<file path="config.mk">
export PLATFORM = sky130hd
export DESIGN_NAME = eu_sequencer
export DESIGN_NICKNAME = d
export VERILOG_FILES = /design/src/rtl/eu_sequencer.sv
export SDC_FILE = /design/constraint.sdc
export NUM_CORES = 1
export LEC_CHECK = 0
export CAP_MARGIN = 5
export CELL_PAD_IN_SITES_DETAIL_PLACEMENT = 0
export CELL_PAD_IN_SITES_GLOBAL_PLACEMENT = 1
export CORE_UTILIZATION = 30
export CTS_CLUSTER_DIAMETER = 80
export DETAILED_ROUTE_END_ITERATION = 16
export HOLD_SLACK_MARGIN = 0.15
export PLACE_DENSITY_LB_ADDON = 0.1
export SYNTH_ARGS = -nofsm -noshare
export SYNTH_HDL_FRONTEND = slang
export SYNTH_SLANG_ARGS = --single-unit
</file>
<file path="constraint.sdc">
create_clock -name clk -period 1.5 [get_ports clk]
set_clock_uncertainty 0.1 [all_clocks]
set_input_delay 0.3 -clock clk [delete_from_list [all_inputs] [get_ports clk]]
set_output_delay 0.3 -clock clk [all_outputs]
set_load 0.005 [all_outputs]
</file>
<file path="src/rtl/eu_sequencer.sv">
// Operand collection and result hand-off around the combinational execution unit.
// Gathers A then B from the shared bus, holds them for one EXEC cycle, then presents the result.
module eu_sequencer #(
    parameter int unsigned BUS_WIDTH = 8
) (
    input  logic                 clk,
    input  logic                 rst_n,
    input  logic                 start,
    input  logic [3:0]           op_in,
    input  logic                 abort,
    input  logic [BUS_WIDTH-1:0] bus_in,
    input  logic                 bus_in_valid,
    input  logic [BUS_WIDTH-1:0] eu_result,
    output logic [3:0]           op_select,
    output logic [BUS_WIDTH-1:0] eu_a,
    output logic [BUS_WIDTH-1:0] eu_b,
    output logic [BUS_WIDTH-1:0] result,
    output logic                 result_valid,
    input  logic                 result_ack,
    output logic                 zero_flag,
    output logic                 busy
);

    typedef enum logic [2:0] {
        StIdle,
        StLoadA,
        StLoadB,
        StExec,
        StHold
    } state_e;

    // NOT is the only unary operation; it never fetches B.
    localparam logic [3:0] OpNot = 4'b1011;

    state_e state;

    always_ff @(posedge clk or negedge rst_n) begin
        if (!rst_n) begin
            state        <= StIdle;
            op_select    <= 4'b0000;
            eu_a         <= '0;
            eu_b         <= '0;
            result       <= '0;
            result_valid <= 1'b0;
            zero_flag    <= 1'b0;
        end else if (abort && state != StIdle) begin
            // Abort wins over every capture, including the EXEC result load.
            state        <= StIdle;
            result_valid <= 1'b0;
        end else begin
            case (state)
                StIdle: begin
                    if (start && !abort) begin
                        op_select <= op_in;
                        state     <= StLoadA;
                    end
                end
                StLoadA: begin
                    if (bus_in_valid) begin
                        eu_a <= bus_in;
                        if (op_select == OpNot) begin
                            eu_b  <= '0;
                            state <= StExec;
                        end else begin
                            state <= StLoadB;
                        end
                    end
                end
                StLoadB: begin
                    if (bus_in_valid) begin
                        eu_b  <= bus_in;
                        state <= StExec;
                    end
                end
                StExec: begin
                    result       <= eu_result;
                    zero_flag    <= (eu_result == '0);
                    result_valid <= 1'b1;
                    state        <= StHold;
                end
                StHold: begin
                    if (result_ack) begin
                        result_valid <= 1'b0;
                        state        <= StIdle;
                    end
                end
                default: begin
                    result_valid <= 1'b0;
                    state        <= StIdle;
                end
            endcase
        end
    end

    assign busy = (state != StIdle);

endmodule

</file>
==> results.txt <==
Worst reg2reg setup slack: -0.08 ns
Yosys warnings: 0
Routed wire per std cell: 15.5 µm
Syn Nets: 131
Number of global-route vias before repair: 1223
Synth cell types: 29
Starting Density: 31.9%
Count leader, synth: dfrtp_1
Number of synthesized flops with an enable pin: 0
Layout Area Growth over Synthesis: 72.0%
Top Ports: 57
CP arrival: 1.21 ns
First-iteration detailed-routing DRC count: 59
Clk_lat worst skew: 0.27 ns
Final hold violations: 0
H-tree Lvls: 2
Seq/Total Area, Yosys: 57.8%
CP max-delay cell: dfrtp_2
Failing checks: design-rule violations, negative setup slack
RePlAce Congestion: 0.761
CP max stage delay: 0.41 ns
Worst-path clk slew: 0.06 ns
Tmin final: 1.61 ns
Top cells by area, synth: dfrtp_1, mux2_2, a22o_1, nor4b_4, nor2_1
Initial antenna violation count: 0
Total vias in the final route: 1141
R2r startpoint: state[2]
Critical Path RT: 1.10 ns
Synthesized flop and latch total: 33
CTS Sinks: 33
Vias per cell: 4.83
Pre-Repair DR Iteration Count: 10
Primary FF master, synth: dfrtp_1
Routed Antenna Nets: 0
Headroom to the max-slew limit: 75.0%
Pwr dens: 1650 nW/µm²
Pin count of the biggest net entering global routing: 34
Row count: 24
Setup CP Type: flop to output port
Reg2Reg Depth: 5
Port Buffers: 56
Leak: 1.16 nW
Worst reg2reg endpoint: eu_b[6]
Crit-path cells: or3_4 -> buf_6
Worst vdd ir: 0.000802 V
Post-Route WL: 3660 µm
Cells after synthesis: 105
Number of nets in the layout: 210
Share of the synthesized area in the top cell type: 57.8%
RSZ-0062 raised after global routing: true
Die Area: 5040 µm²
Core Area: 4470 µm²
DRC: 1
N_diodes: 0
Max Clock Freq: 620 MHz
Status: finished, violations left
Post-Syn Area: 1430 µm²
Util after Layout: 54.9%
Final setup margin: -0.112 ns
Fin. max-slew vios: 0
Total routing usage reported by global routing: 15.9%
Critical Path End Type: output port
CP max FO: 2
First-pass GRT wire length: 6090 µm
Post-synth top area cell: dfrtp_1
Maxcap violations: 0
CP Launch Type: flop
Clk buf depth: 2
Period utilization: 107%
Detailed placement HPWL: 2390 µm
CTS tree: built
# setup viols final: 25
Root buffer cell: clkbuf_8
Remaining Overflow, GRT: 0
Most frequent cells after synthesis: dfrtp_1, mux2_2, a22o_1
Fraction of registers with async set/reset: 100%
WP buf/inv: 1
Worst Hold Class: primary input to async pin
# fillers: 381
Chip width: 71.0 µm
CTS Buf Count: 5
CP delay by family, top: flip-flops
Setup TNS: -1.37 ns
Average size of a mapped cell: 13.6 µm²
Slew @ Worst Pin: 0.371 ns
Die extent in y: 71.0 µm
Share of cells above drive strength 1: 38.0%
-- layout make-up --
class	instances	area, µm²	share of cell area [%]
sequential	33	827	33.7
multi-input combinational	66	736	29.9
tap	52	65.1	2.65
inverter	1	3.75	0.153
timing repair buffer	77	739	30.1
clock buffer	7	86.3	3.51
-- sequential cells by signal (all words and copies together), names as in the netlist --
| register | count |
|---|---|
| eu_b | 8 |
| zero_flag | 1 |
| op_select | 4 |
| result | 8 |
| result_valid | 1 |
| state | 3 |
| eu_a | 8 |
-- worst reg2reg max path, delay by kind of cell, from the launching register on --
family / cells / cell delay, ns
buffers and inverters: 1 / 0.13
DFF: 1 / 0.41
and+or+nand+nor: 2 / 0.45
AOI/OAI and AO/OA: 2 / 0.37
-- cells in the final DEF (no fill, tap or decap), types with 2 or more instances in the layout --
cell              n
dfrtp_1          32
dlygate4sd2_1    31
clkdlybuf4s50_1  24
mux2_4           16
buf_6            10
buf_4            10
a22o_1            8
clkbuf_8          6
nor2_1            5
mux2_2            5
o21a_1            3
nand2b_4          2
nor2b_4           2
nand3_2           2
nand2_1           2
o21ai_2           2
nor4_1            2
buf_12            2
-- metal layers --
layer / vias to the layer above / track usage (%) / share of wire, %
met1: 563 / 20.1 / 44
met2: 28 / 25.7 / 50
li1: 544 / - / -
met4: 0 / 5.33 / 1.3
met5: - / 0 / 0
met3: 6 / 5.27 / 5.1
-- where the power goes --
group,switching [W],internal (W),total [W]
Clock,0.000295,0.000364,0.000658
Combinational,0.000651,0.00123,0.00188
Sequential,0.000222,0.00129,0.00151
Total,0.00117,0.00289,0.00405
-- repair_timing --
item,CTS,global route
hold endpoints to repair,0,0
pin swaps,2,17
hold buffers,0,0
buffers inserted,6,0
gates cloned,1,0
resized for setup,70,21
endpoints found under the setup margin,56,33
-- cells by family (layout without fill, tap and decap cells) --
group,count (synthesis),in the layout,synth area share [%]
AND/OR/NAND/NOR,26,26,11.7
flip-flops,33,33,57.8
AO/OA/AOI/OAI,19,19,11.3
multiplexers,21,21,16.6
buffers and inverters,6,85,2.63
-- how the worst max path moves through the flow --
stage / start / to / slack (ns) / cells past startpoint
global placement: abort / state[0] / -0.36 / 5
floorplan: state[1] / eu_b[0] / 0.01 / 5
CTS: state[0] / busy / -0.10 / 2
global route: state[0] / eu_b[6] / -0.16 / 7
detailed placement: abort / state[0] / -0.38 / 5
finish: state[2] / busy / -0.11 / 2
-- through the flow --
step	power (W)	std cells	hold WS (ns)	worst slack, ns	instance area (µm²)
after floorplan	0.00218	105	-0.0956	0.0142	1440
after global placement	0.00323	222	0.361	-0.364	2140
after detailed placement	0.00326	222	0.369	-0.381	2140
after CTS	0.00395	236	0.282	-0.100	2360
after global routing	0.00433	236	0.311	-0.163	2460
final	0.00405	236	0.282	-0.112	2460
No activity file was read; power rests on OpenSTA's default activity.
